**src/rtl/multicycle_ctrl_fsm.sv**
```systemverilog
// Multicycle control FSM: sequences FETCH/DECODE/EXEC/MEM/WB per instruction and
// drives the datapath control bundle, with memory timeout, HALT and retire tracking.
module multicycle_ctrl_fsm #(
  parameter int MEM_TIMEOUT = 15,
  parameter int CNT_W       = 16
) (
  input  logic             clk,
  input  logic             reset,
  input  logic [3:0]       opcode,
  input  logic             mem_ready,
  output logic             reg_dst,
  output logic             beq,
  output logic             reg_write,
  output logic             jump,
  output logic             alu_src,
  output logic             mem_to_reg,
  output logic             mem_read,
  output logic             mem_write,
  output logic [1:0]       alu_op,
  output logic             pc_write,
  output logic             ir_write,
  output logic             halted,
  output logic             illegal_op,
  output logic             mem_err,
  output logic [CNT_W-1:0] retired
);

  typedef enum logic [2:0] {
    S_FETCH, S_DECODE, S_EXEC, S_MEM, S_WB, S_HALT
  } state_t;

  localparam logic [3:0] OP_LW   = 4'h0;
  localparam logic [3:0] OP_SW   = 4'h1;
  localparam logic [3:0] OP_R    = 4'h2;
  localparam logic [3:0] OP_ADDI = 4'h3;
  localparam logic [3:0] OP_BEQ  = 4'h4;
  localparam logic [3:0] OP_J    = 4'h5;
  localparam logic [3:0] OP_HALT = 4'hF;

  localparam logic [7:0] WAIT_LAST = 8'(MEM_TIMEOUT - 1);

  state_t           state_q, state_d;
  logic [3:0]       op_q, op_d;
  logic [7:0]       wait_q, wait_d;
  logic             illegal_q, illegal_d;
  logic             mem_err_q, mem_err_d;
  logic [CNT_W-1:0] retired_q, retired_d;

  logic mem_timeout;

  // Ready in the final wait cycle wins over the timeout.
  assign mem_timeout = (state_q == S_MEM) && !mem_ready && (wait_q == WAIT_LAST);

  always_ff @(posedge clk or posedge reset) begin
    if (reset) begin
      state_q   <= S_FETCH;
      op_q      <= 4'h0;
      wait_q    <= 8'd0;
      illegal_q <= 1'b0;
      mem_err_q <= 1'b0;
      retired_q <= '0;
    end else begin
      state_q   <= state_d;
      op_q      <= op_d;
      wait_q    <= wait_d;
      illegal_q <= illegal_d;
      mem_err_q <= mem_err_d;
      retired_q <= retired_d;
    end
  end

  always_comb begin
    state_d   = state_q;
    op_d      = op_q;
    wait_d    = wait_q;
    illegal_d = illegal_q;
    mem_err_d = mem_err_q;
    retired_d = retired_q + {{(CNT_W-1){1'b0}}, pc_write};
    case (state_q)
      S_FETCH:  state_d = S_DECODE;
      S_DECODE: begin
        op_d    = opcode;
        state_d = S_EXEC;
      end
      S_EXEC: begin
        case (op_q)
          OP_LW, OP_SW:  state_d = S_MEM;
          OP_R, OP_ADDI: state_d = S_WB;
          OP_BEQ, OP_J:  state_d = S_FETCH;
          OP_HALT:       state_d = S_HALT;
          default: begin
            illegal_d = 1'b1;
            state_d   = S_FETCH;
          end
        endcase
      end
      S_MEM: begin
        wait_d = wait_q + 8'd1;
        if (mem_ready) begin
          wait_d  = 8'd0;
          state_d = (op_q == OP_LW) ? S_WB : S_FETCH;
        end else if (mem_timeout) begin
          wait_d    = 8'd0;
          mem_err_d = 1'b1;
          state_d   = S_FETCH;
        end
      end
      S_WB:    state_d = S_FETCH;
      S_HALT:  state_d = S_HALT;
      default: state_d = S_FETCH;
    endcase
  end

  // Reset forces every strobe low immediately, even though FETCH would raise ir_write.
  always_comb begin
    reg_dst    = 1'b0;
    beq        = 1'b0;
    reg_write  = 1'b0;
    jump       = 1'b0;
    alu_src    = 1'b0;
    mem_to_reg = 1'b0;
    mem_read   = 1'b0;
    mem_write  = 1'b0;
    alu_op     = 2'b00;
    pc_write   = 1'b0;
    ir_write   = 1'b0;
    halted     = 1'b0;
    if (!reset) begin
      if (state_q == S_EXEC || state_q == S_MEM || state_q == S_WB) begin
        case (op_q)
          OP_LW, OP_SW, OP_ADDI: alu_src = 1'b1;
          OP_R: begin
            reg_dst = 1'b1;
            alu_op  = 2'b10;
          end
          OP_BEQ:  alu_op = 2'b01;
          default: alu_op = 2'b00;
        endcase
      end
      case (state_q)
        S_FETCH: ir_write = 1'b1;
        S_EXEC: begin
          case (op_q)
            OP_LW, OP_SW, OP_R, OP_ADDI, OP_HALT: pc_write = 1'b0;
            OP_BEQ: begin
              beq      = 1'b1;
              pc_write = 1'b1;
            end
            OP_J: begin
              jump     = 1'b1;
              pc_write = 1'b1;
            end
            default: pc_write = 1'b1;
          endcase
        end
        S_MEM: begin
          mem_read  = (op_q == OP_LW);
          mem_write = (op_q == OP_SW);
          pc_write  = (mem_ready && op_q == OP_SW) || mem_timeout;
        end
        S_WB: begin
          reg_write  = 1'b1;
          mem_to_reg = (op_q == OP_LW);
          pc_write   = 1'b1;
        end
        S_HALT:  halted = 1'b1;
        default: ir_write = 1'b0;
      endcase
    end
  end

  assign illegal_op = illegal_q;
  assign mem_err    = mem_err_q;
  assign retired    = retired_q;

endmodule

```
**config.mk**
```make
export PLATFORM = sky130hd
export DESIGN_NAME = multicycle_ctrl_fsm
export DESIGN_NICKNAME = d
export VERILOG_FILES = /design/src/rtl/multicycle_ctrl_fsm.sv
export SDC_FILE = /design/constraint.sdc
export NUM_CORES = 1
export LEC_CHECK = 0
export ABC_CLOCK_PERIOD_IN_PS = 3000
export CORE_MARGIN = 5
export CORE_UTILIZATION = 45
export CTS_BUF_LIST = sky130_fd_sc_hd__clkbuf_8
export DETAILED_ROUTE_END_ITERATION = 8
export GPL_ROUTABILITY_DRIVEN = 0
export PLACE_DENSITY_LB_ADDON = 0.05
export SLEW_MARGIN = 5
export SYNTH_ARGS = -nofsm -noshare
export SYNTH_HDL_FRONTEND = slang
export SYNTH_SLANG_ARGS = --single-unit
```
**constraint.sdc**
```tcl
create_clock -name clk -period 3 [get_ports clk]
set_input_delay 0.3 -clock clk [delete_from_list [all_inputs] [get_ports clk]]
set_output_delay 0.3 -clock clk [all_outputs]
set_load 0.01 [all_outputs]
```
* Word-level counts from Yosys, hierarchy flattened
Cells that the tools add are included.
** Word-level totals
- Register bits :: 33
- Output and inout port bits :: 31
- Logic and storage cells :: 76
** Operators by class
- Add/sub/neg operators :: 2
- Equality and inequality tests :: 13
- Muxes and demuxes :: 37
- Bitwise logic cells :: 2
- Reduce and logical (&&, ||, !) cells :: 16
** Operator list (count)
- $mux 1 :: 26
- $add 16x1->16 :: 1
- $mux 8 :: 2
- $pmux 3 s5 :: 1
- $mux 3 :: 3
- $pmux 3 s3 :: 1
- $add 8x1->8 const B :: 1
- $eq 4x2->1 const B :: 2
- $eq 4x3->1 const B :: 2
- $eq 8x4->1 const B :: 1
- $reduce_or 7->1 :: 1
- $eq 3x2->1 const B :: 2
- $eq 3x3->1 const B :: 2
- $reduce_or 5->1 :: 1
- $eq 4x1->1 const B :: 1
- $eq 4x4->1 const B :: 1
- $logic_not 4->1 :: 1
- $mux 2 :: 2
- $pmux 2 s2 :: 1
- $reduce_or 2->1 :: 2
- $eq 3x1->1 const B :: 1
- $logic_and 1x1->1 :: 3
- $logic_not 3->1 :: 1
- $logic_or 1x1->1 :: 3
- 7 further kinds :: 8

* Logic depth before layout (Yosys ltp)
Gate-level depths: netlist (run 1).
- Word-level depth :: 7
- Depth in mapped cells :: 12
- Depth with buffers taken out :: 12

* Worst setup path after synthesis (run 1)
No wires, ideal clock.
- Path type :: reg-to-reg
- Start point :: reg wait_q[0]
- End point :: reg retired_q[15], in the netlist retired[15]
- Setup time :: 0.079 ns
- Arrival time :: 2.974 ns
- Data required time :: 2.921 ns
- Slack :: -0.053 ns
- Cell stages (with the launch flop) :: 12
- Clock period less this slack :: 3.053 ns
- Path through :: dfrtp_1 -> inv_1 -> ha_1 -> or4b_4 -> nor3_1 -> a21oi_1 -> o31ai_1 -> ha_1 -> and4_1 -> nand4_1 -> nor4_1 -> xor2_1
** On the way
- Word-level cells in the longest chain between the ends :: 6
** Ends and longest elaborated chain
- from (decl) :: RTL line 44 : logic [7:0] wait_q, wait_d;
- from (signal assigned) :: RTL line 65 : wait_q <= wait_d;
- $eq 8x4->1 :: RTL line 52 : assign mem_timeout = (state_q == S_MEM) && !mem_ready && (wait_q == WAIT_LAST);
- $logic_and 1x1->1 :: RTL line 52
- $logic_or 1x1->1 :: RTL line 159 : pc_write = (mem_ready && op_q == OP_SW) || mem_timeout;
- $pmux 1 s3 :: RTL line 140 : case (state_q)
- $mux 1 :: RTL line 128 : if (!reset) begin
- net pc_write :: RTL line 20 : output logic pc_write,
- $add 16x1->16 :: RTL line 78 : retired_d = retired_q + {{(CNT_W-1){1'b0}}, pc_write};
- net retired_d[15] :: RTL line 47 : logic [CNT_W-1:0] retired_q, retired_d;
- to (signal assigned) :: RTL line 68 : retired_q <= retired_d;
- to (decl) :: RTL line 47
The timed path passes the listed nets, and every way through them passes these cells.
A chain may end at the register's enable or synchronous reset.

* Worst setup path in the final report (run 1)
- Start point :: reg wait_q[0]
- End point :: out pc_write
** On the way
- Word-level cells in the longest chain between the ends :: 5
** Ends and longest elaborated chain (RTL line)
- $eq 8x4->1 :: 52
- $logic_and 1x1->1 :: 52
- $logic_or 1x1->1 :: 159
- $pmux 1 s3 :: 140
- $mux 1 :: 128
- to (decl) :: 20
No other way between the ends.

==> summary.txt, run 1 <==
outcome: completed
clock root buffer: clkbuf_8
P_leak: 0.979 nW
CTS Sinks: 33
first-pass GRT wire length: 6830 µm
final setup skew: 4.79 ps
relative slew slack: 58.4%
family with the most delay on the worst path: simple AND/OR/NAND/NOR gates
Post-Synthesis Cells: 182
total wire length: 4040 µm
crit end category: output pin
syn_area_per_cell: 9.51 µm²
CP peak stage delay: 600 ps
leading area contributor after synthesis: dfrtp_1
post-synthesis register bit count: 33
Global Route Usage Sum: 16.9%
initial core utilization: 46.9%
post-synth cell types: 37
H-tree levels: 2
clock period minus worst slack: 2840 ps
CTS tree: yes
Port Buffer Count: 37
crit-path cells: inv_1 -> ha_1 -> or4b_4 -> nor3_2 -> a21oi_1 -> o31ai_2 -> clkdlybuf4s50_1
Yosys top cell area share: 47.7%
PwrDens: 769 nW/µm²
die area: 5190 µm²
EDFF count, synth: 0
DPL Wire Length: 2870 µm
DR WL/cell: 14.7 µm
CP arrival: 2540 ps
Clock Path Buffers: 2
Crit Path Category: reg2out
Post-Layout Cell Count: 275
vias in the first global route: 1462
clock-pin slew on the worst setup and hold paths: 70 ps
crit-path max FO: 3
die height: 72.0 µm
maximum vdd drop: 0.551 mV
utilization after layout: 64.1%
most frequent cells after synthesis: dfrtp_1 (33), nand2_1 (18), nor2_1 (17)
largest net degree at the start of global routing: 34
critical path data required time: 2700 ps
Residual DRC: 0
Site Rows: 22
fmax: 352 MHz
Final Setup Violations: 0
Mapped Nets: 193
Clk Latency, worst-skew pair: 290 ps
router iterations before antenna repair: 4
# diodes: 0
ratio of cells with drive above 1 in the final layout: 13.7%
Worst path slowest cell: clkdlybuf4s50_1
post-synth design cell area: 1730 µm²
number of max-cap violations: 0
detailed router's first-iteration violation count: 58
Die Width: 72.0 µm
DR vias/cell: 5.40
vias: 1485
ys async rst share: 100%
max-slew violations: 0
CTS buffer count: 5
synth warn: 0
most common cell in the netlist: dfrtp_1
area grow syn2layout: 36.7%
predominant post-synthesis flop cell: dfrtp_1
Seq/Total Area, Yosys: 47.7%
Worst Path Buf+Inv: 2
Layout Nets: 237
Worst Tran Pin Value: 619 ps
crit start category: flop
Core ar.: 3690 µm²
Routed Antenna Nets: 0
IO Count: 38
initial antenna violation count: 0
period utilisation layout: 94.6%
final hold vios: 0
synth top area cells: dfrtp_1 (48%), xnor2_1 (4.6%), nand2_1 (3.9%), nor2_1 (3.7%), xor2_1 (3.0%)
Hold WC Path Type: reg2reg
post-placement cell count: 266
grt ovf: 0
## flip-flops by register name, summed over array words and instances, names as in the netlist
register	cells
retired	16
op_q	4
mem_err	1
illegal_op	1
state_q	3
wait_q	8
## final timing paths
check	start	endpoint	cells past startpoint	slack [ps]
worst max-delay path	wait_q[0]	pc_write	7	160
worst min-delay path	mem_err	mem_err	1	470
worst max register to register	wait_q[0]	retired[9]	12	180
worst min register to register	mem_err	mem_err	1	470
max in group asynchronous	reset	retired[2]	3	1940
min in group asynchronous	reset	illegal_op	3	760
## what timing repair did
action / 4_1_cts / 5_1_grt
pin swaps: 1 / 0
buffers inserted: 0 / 1
endpoints found under the setup margin: 1 / 8
gates resized for setup: 1 / 5
endpoints found under the hold margin: 0 / 0
hold buffers: 0 / 0
## power by group
part           switching (W)  internal, W
sequential          0.000153     0.000550
clock               0.000169     0.000330
combinational       0.000316     0.000301
total               0.000638      0.00118
## routing by layer
layer / wire length (µm) / track usage (%)
met1: 1790 / 20.5
met2: 1960 / 27.6
met3: 224 / 5.40
met4: 67 / 7.10
met5: 0 / 0
## logic make-up after synthesis
family                     share of synthesized area, %
and+or+nand+nor                                    23.6
DFF                                                47.7
AOI/OAI and AO/OA                                  11.5
buffers and inverters                              4.19
xor gates and xnor gates                           7.59
muxes                                              2.53
adders and majority gates                          2.89
## cell usage in the layout, fill, tap and decap left out, types with 2 or more instances in the layout
master,synthesis,layout
clkdlybuf4s50_1,0,37
dfrtp_1,33,33
nand2_1,18,18
nor2_1,17,16
buf_4,0,11
o21ai_0,9,9
xnor2_1,9,9
inv_1,8,8
nor3_1,9,8
nand3_1,9,8
nand4_1,6,6
nor4_1,7,6
xor2_1,6,6
clkbuf_8,0,5
a21oi_1,4,4
nor3b_1,4,4
mux2_2,3,3
ha_1,4,3
a21o_1,2,2
nand2b_1,2,2
o31ai_1,3,2
a211o_1,2,2
bufinv_16,0,2
## cell type report
type                       instances  area (µm²)
clock buffer                       5        68.8
inverter                           8        30.0
sequential                        33         826
tap                               48        60.1
fill                             329        1320
clock inverter                     3        65.1
multi-input combinational        130         863
timing repair buffer              48         453
## metrics by stage
stage / TNS [ps] / hold WS (ps) / cell area (µm²) / total power (W) / setup slack [ps]
CTS: 0 / 470 / 2340 / 0.00183 / 37.4
finish: 0 / 467 / 2370 / 0.00182 / 161
floorplan: 0 / 409 / 1740 / 0.00106 / 66.7
detailed placement: -17.3 / 455 / 2200 / 0.00132 / -17.3
global placement: 0 / 446 / 2200 / 0.00130 / 165
global route: -1.68 / 487 / 2370 / 0.00193 / -1.68
## worst reg2reg max path, delay by kind of cell (launching register included)
family	cells	cell delay, ps
and+or+nand+nor	5	1220
AOI/OAI and AO/OA	2	330
xor gates and xnor gates	1	140
buffers and inverters	2	270
DFF	1	390
adders and majority gates	2	400
(Power assumes the default switching activity.)
==> inputs of run 2 (changes only) <==
Settings changed: CAP_MARGIN set to 10.
==> results of run 2 <==
The final DEF is identical to that of run 1; final timing and power are the same.
